### src/rtl/carregador_programa.sv
// Program loader: copies a process image from the HD into that process's
// instruction-memory partition, one word every HD_LAT+1 cycles.
module carregador_programa #(
  parameter int ADDR_W       = 10,
  parameter int BASE_MI      = 100,
  parameter int TAM_PARTICAO = 150,
  parameter int HD_LAT       = 1
) (
  input  logic              clk,
  input  logic              reset,
  input  logic              inicio,
  input  logic [1:0]        id_proc,
  input  logic [3:0]        trilha,
  input  logic [5:0]        setor_ini,
  input  logic [7:0]        num_palavras,
  output logic [3:0]        hd_trilha,
  output logic [5:0]        hd_setor,
  input  logic [31:0]       hd_dado,
  output logic              instr_write,
  output logic [ADDR_W-1:0] instr_ender,
  output logic [31:0]       instr_dado,
  output logic              ocupado,
  output logic              pronto,
  output logic              erro,
  output logic [7:0]        palavras_copiadas,
  output logic [1:0]        estado_dbg
);

  // Handshake: inicio is accepted only in OCIOSO (no queuing); every accepted
  // inicio, legal or not, is answered by exactly one single-cycle pronto pulse.
  typedef enum logic [1:0] {
    OCIOSO  = 2'd0,
    ESPERA  = 2'd1,
    ESCREVE = 2'd2,
    FIM     = 2'd3
  } estado_t;

  estado_t           estado;
  logic [1:0]        id_reg;
  logic [7:0]        n_reg;
  logic [2:0]        cnt;
  logic [ADDR_W-1:0] base;
  logic              ilegal;
  logic [7:0]        proxima;
  logic              fim_disco;

  assign estado_dbg = estado;

  always_comb begin
    base      = ADDR_W'(BASE_MI) + ADDR_W'(id_reg - 2'd1) * ADDR_W'(TAM_PARTICAO);
    ilegal    = (id_proc == 2'd0) || (num_palavras == 8'd0) ||
                (int'(num_palavras) > TAM_PARTICAO);
    proxima   = palavras_copiadas + 8'd1;
    fim_disco = (hd_trilha == 4'd15) && (hd_setor == 6'd63);
  end

  always_ff @(posedge clk or negedge reset) begin
    if (!reset) begin
      estado            <= OCIOSO;
      id_reg            <= '0;
      n_reg             <= '0;
      cnt               <= '0;
      hd_trilha         <= '0;
      hd_setor          <= '0;
      instr_write       <= 1'b0;
      instr_ender       <= '0;
      instr_dado        <= '0;
      ocupado           <= 1'b0;
      pronto            <= 1'b0;
      erro              <= 1'b0;
      palavras_copiadas <= '0;
    end else begin
      case (estado)
        OCIOSO: begin
          pronto <= 1'b0;
          if (inicio) begin
            palavras_copiadas <= '0;
            if (ilegal) begin
              erro   <= 1'b1;
              estado <= FIM;
            end else begin
              id_reg    <= id_proc;
              n_reg     <= num_palavras;
              hd_trilha <= trilha;
              hd_setor  <= setor_ini;
              erro      <= 1'b0;
              ocupado   <= 1'b1;
              cnt       <= '0;
              estado    <= ESPERA;
            end
          end
        end
        ESPERA: begin
          if (cnt == 3'(HD_LAT - 1)) begin
            instr_dado  <= hd_dado;
            instr_ender <= base + ADDR_W'(palavras_copiadas);
            instr_write <= 1'b1;
            estado      <= ESCREVE;
          end else begin
            cnt <= cnt + 3'd1;
          end
        end
        ESCREVE: begin
          instr_write       <= 1'b0;
          palavras_copiadas <= proxima;
          if (proxima == n_reg) begin
            estado <= FIM;
          end else if (fim_disco) begin
            // Ran off the last sector with words still owed: partial count stays.
            erro   <= 1'b1;
            estado <= FIM;
          end else begin
            if (hd_setor == 6'd63) begin
              hd_setor  <= '0;
              hd_trilha <= hd_trilha + 4'd1;
            end else begin
              hd_setor <= hd_setor + 6'd1;
            end
            cnt    <= '0;
            estado <= ESPERA;
          end
        end
        FIM: begin
          pronto  <= 1'b1;
          ocupado <= 1'b0;
          estado  <= OCIOSO;
        end
        default: estado <= OCIOSO;
      endcase
    end
  end

endmodule

### config.mk
export PLATFORM = sky130hd
export DESIGN_NAME = carregador_programa
export DESIGN_NICKNAME = d
export VERILOG_FILES = /design/src/rtl/carregador_programa.sv
export SDC_FILE = /design/constraint.sdc
export NUM_CORES = 1
export LEC_CHECK = 0
export BUFFER_PORTS_ARGS = -buffer_cell sky130_fd_sc_hd__buf_2
export CORE_MARGIN = 2
export CORE_UTILIZATION = 35
export DETAILED_ROUTE_END_ITERATION = 10
export HOLD_SLACK_MARGIN = 0.05
export PLACE_DENSITY = 0.68
export RECOVER_POWER = 100
export SETUP_SLACK_MARGIN = 0.5
export SLEW_MARGIN = 10
export SYNTH_ARGS = -nofsm -noshare
export SYNTH_HDL_FRONTEND = slang
export SYNTH_SLANG_ARGS = --single-unit
### constraint.sdc
create_clock -name clk -period 4.5 [get_ports clk]
set_input_delay 0.45 -clock clk [delete_from_list [all_inputs] [get_ports clk]]
set_output_delay 0.45 -clock clk [all_outputs]
set_load 0.005 [all_outputs]
==> impl_summary.md <==
Status
The run finished, with violations left. The checks that failed: capacitance limit, slew limit.

Cells and area
The register with the most flip-flops in the layout has 32 of them. Across the whole layout, storage elements account for 1980 sq um. The antenna diode instance count is 0. The number of cells in the finished layout apart from fillers is 662. The total of fill cells in the finished design is 1125. The number of nets in the layout is 591.

Cells fill 43.6% of the core in the end. In the final layout, the share of cells above drive strength 1 is 30.7%. The library cell used most frequently in the layout, excluding fill and tap cells, is sky130_fd_sc_hd__buf_2.

The multi-input combinational cells in the finished layout cover a total of 2070 sq um. In the final layout, the registers with the most flip-flops are instr_dado x32, instr_ender x10. The register with the most flip-flops in the final layout is instr_dado. The synthesis-to-finish area growth is 22.1%.

Leaving out fill and tap cells, the most frequent cells in the layout are sky130_fd_sc_hd__buf_2, sky130_fd_sc_hd__dfrtp_1, sky130_fd_sc_hd__mux2_2.

Pwr
The worst IR drop on VDD is 0.275 mV. The static leakage is 0.00240 uW. The total power per unit cell area is 721 nW/um^2.

Synth
The count of synthesis-stage warnings from yosys is 0. The number of unique standard cell types used by synthesis is 61. Averaged over all synthesized cells, the footprint is 10.8 sq um. The gate count of the mapped netlist is 396. After synthesis, flip-flops and latches occupy 46.3% of the total area. After synthesis, the cell types taking the most area are sky130_fd_sc_hd__dfrtp_1, sky130_fd_sc_hd__mux2_2, sky130_fd_sc_hd__ha_1.

Among all flip-flop cells after synthesis, the most frequent one is sky130_fd_sc_hd__dfrtp_1. The fraction of synthesized cell area taken by the top area cell type is 46.3%. The number of flops mapped to enable cells by yosys is 0.

The proportion of synthesized flip-flops having asynchronous set or reset is 100%. When the netlist entered floorplanning its net count stood at 477. The synthesized cell area is 4270 sq um. The flip-flop and latch count after synthesis is 79. The biggest area contributor in the post-synthesis netlist is sky130_fd_sc_hd__dfrtp_1.

Global routing
The all-layer global routing usage is 15.3%. After global routing the overflow that remains totals 0. The largest net degree at the start of global routing is 80. The via count of the first global-routing pass is 3293. The wire length of the first global-routing pass is 15.9 mm. The number of antenna violations at the first check in global routing is 0.

Placed design
During placement, the flow inserted port buffers numbering 120. Detailed placement finished with a half-perimeter wire length of 7.33 mm. The weighted congestion reported at the end of routability-driven placement is 0.931. At the placement stage, the worst setup path has a slack of 1.55 ns. The number of placed cells counting well taps is 646.

Floorplanning
The floorplan step set the die height to 114 um. The area inside the core boundary is 12000 sq um. Pin placement for this block handled 121 I/O pins. The die covers 13100 sq um.

The initial utilization of the core area, before any placement, comes to 35.7%. Measured along the x axis, the die boundary spans 114 um. The placement row count is 40.

Clock tree
The clock transition time at the flip-flop clock pins of the worst setup and hold paths is 0.06 ns. The clock tree synthesis step divided the H-tree into 3 levels. The buffer cell driving the clock tree root is sky130_fd_sc_hd__clkbuf_16.

The maximum clock insertion buffer count is 2. After clock tree synthesis, the setup repair step added 0 buffers. The number of hold buffers added after CTS was 0.

The number of gates resized after CTS is 0. The CTS tree is yes. The number of clock buffers inserted by TritonCTS is 9. The source-to-sink clock delay at the later pin of the worst-skew pair is 0.33 ns.

The clock drives 79 sinks.

STA
After layout, the worst setup slack is 1.11 ns. The number of max-slew violations in the final report came to 134. The portion of the clock cycle consumed by the worst path in the final layout is 75.3%. The number of failing setup endpoints in the final timing report is 0. The total count of hold-check failures in the final report came to 0. Adding up every negative setup slack in the final design gives 0 ns. The fmax is 295 MHz.

The final worst hold slack is 0.345 ns. In this run the tightest slew margin relative to its limit is -65.5%. The worst-margin pin slew is 2.48 ns.

Setup repair after global routing left no endpoint under its margin. Counting I/O delays and the setup requirement, the final critical path takes 3.39 ns. Between clock sinks in the finished design, the worst skew comes to 0.00349 ns.

Worst setup path
The worst register-to-register path has a depth of 6. The startpoint identified for the worst register-to-register timing path is estado_dbg[1]. The endpoint arrival time on the critical path is 3.61 ns. The required time at the endpoint of the critical path is 4.72 ns. The terminus of the critical flop-to-flop path is hd_setor[0]. Of all nets on the critical path, the largest fanout is 15. The critical path endpoint category is a flop. The worst setup path category is flop to flop. STA classifies the critical path startpoint as a flop.

The setup check on the worst reg-to-reg path leaves a slack of 1.11 ns.

Worst hold path
The worst hold path class is input pin to flop. The worst hold path depth is 2. The worst hold path terminates at instr_dado[13].

The startpoint identified for the worst hold timing path is hd_dado[13].

Route
The detail-routed via count per cell is 5.15. The post-route antenna net violation count is 0. The iteration count of the initial detailed-routing pass is 4. In the final routed layout, each cell accounts on average for 14.9 um. The DRC marker count from the first detailed-route iteration is 198. The total wirelength of the detailed-routed design is 9.89 mm. After detailed routing, the number of remaining DRC violations is 0. The overall via count from detail_route is 3407.

Flow run
The number of maximum-capacitance violations is 2.
==> logic make-up after synthesis <==
| logic type | share of synthesized area (%) |
|---|---|
| flip-flops | 46.3 |
| AND/OR/NAND/NOR | 13.2 |
| buffers and inverters | 4.63 |
| AO/OA/AOI/OAI | 12.9 |
| multiplexers | 13.1 |
| adder cells (fa/ha/maj) | 7.79 |
| XOR/XNOR | 2.05 |
==> worst max-delay path by stage <==
stage	from	end	slack, ns	cells after the start
finish	estado_dbg[1]	hd_setor[0]	1.11	6
CTS	palavras_copiadas[0]	hd_setor[0]	1.53	7
global placement	estado_dbg[0]	hd_setor[0]	1.65	6
global route	estado_dbg[1]	instr_ender[9]	0.79	7
floorplan	id_reg[1]	instr_ender[9]	1.96	11
detailed placement	palavras_copiadas[0]	hd_setor[0]	1.55	7
==> report_power, final <==
part           switching, uW  internal (uW)  total (uW)  leakage [uW]
logic                    877            848        1720       0.00130
clock network            309            436         746      0.000140
registers                243           1050        1290      0.000955
total                   1430           2330        3760       0.00240
==> worst max-delay path, cell delays in order (launching register included) <==
cell and delay [ns]:
sky130_fd_sc_hd__dfrtp_1 0.44, sky130_fd_sc_hd__inv_1 0.11, sky130_fd_sc_hd__ha_1 0.37, sky130_fd_sc_hd__nor4b_2 1.19, sky130_fd_sc_hd__o21bai_1 0.41, sky130_fd_sc_hd__or2_0 0.44, sky130_fd_sc_hd__mux2_2 0.32
==> synthesized netlist by cell type, types with 8 or more instances <==
master,count
sky130_fd_sc_hd__dfrtp_1,79
sky130_fd_sc_hd__mux2_2,44
sky130_fd_sc_hd__inv_1,31
sky130_fd_sc_hd__nand2_1,28
sky130_fd_sc_hd__o21ai_0,28
sky130_fd_sc_hd__ha_1,25
sky130_fd_sc_hd__a21oi_1,13
sky130_fd_sc_hd__nor2_1,12
sky130_fd_sc_hd__nor3_1,10
sky130_fd_sc_hd__o31ai_1,10
sky130_fd_sc_hd__nand3_1,9
sky130_fd_sc_hd__clkbuf_1,8
==> area by class of cell <==
cell class	instances	area share (%)
clock buffers	9	4.32
clock inverters	7	1.56
inverters	31	2.23
multi-input cells	268	39.6
flip-flops and latches	79	37.9
well taps	147	3.53
repair buffers	121	10.8
==> through the flow <==
step	instance area, sq um	power, uW
after floorplan	4270	2480
after CTS	5290	3840
final	5210	3760
after global routing	5210	4080
after global placement	4980	3020
after detailed placement	4980	3070
==> routing by layer <==
metal	wire length (um)	up-vias	global-route usage, %
met5	0	-	0
met4	159	0	6.42
met3	573	13	4.13
met2	4860	106	24.6
met1	4300	1645	19.6
li1	-	1643	-
(Power assumes the default switching activity.)
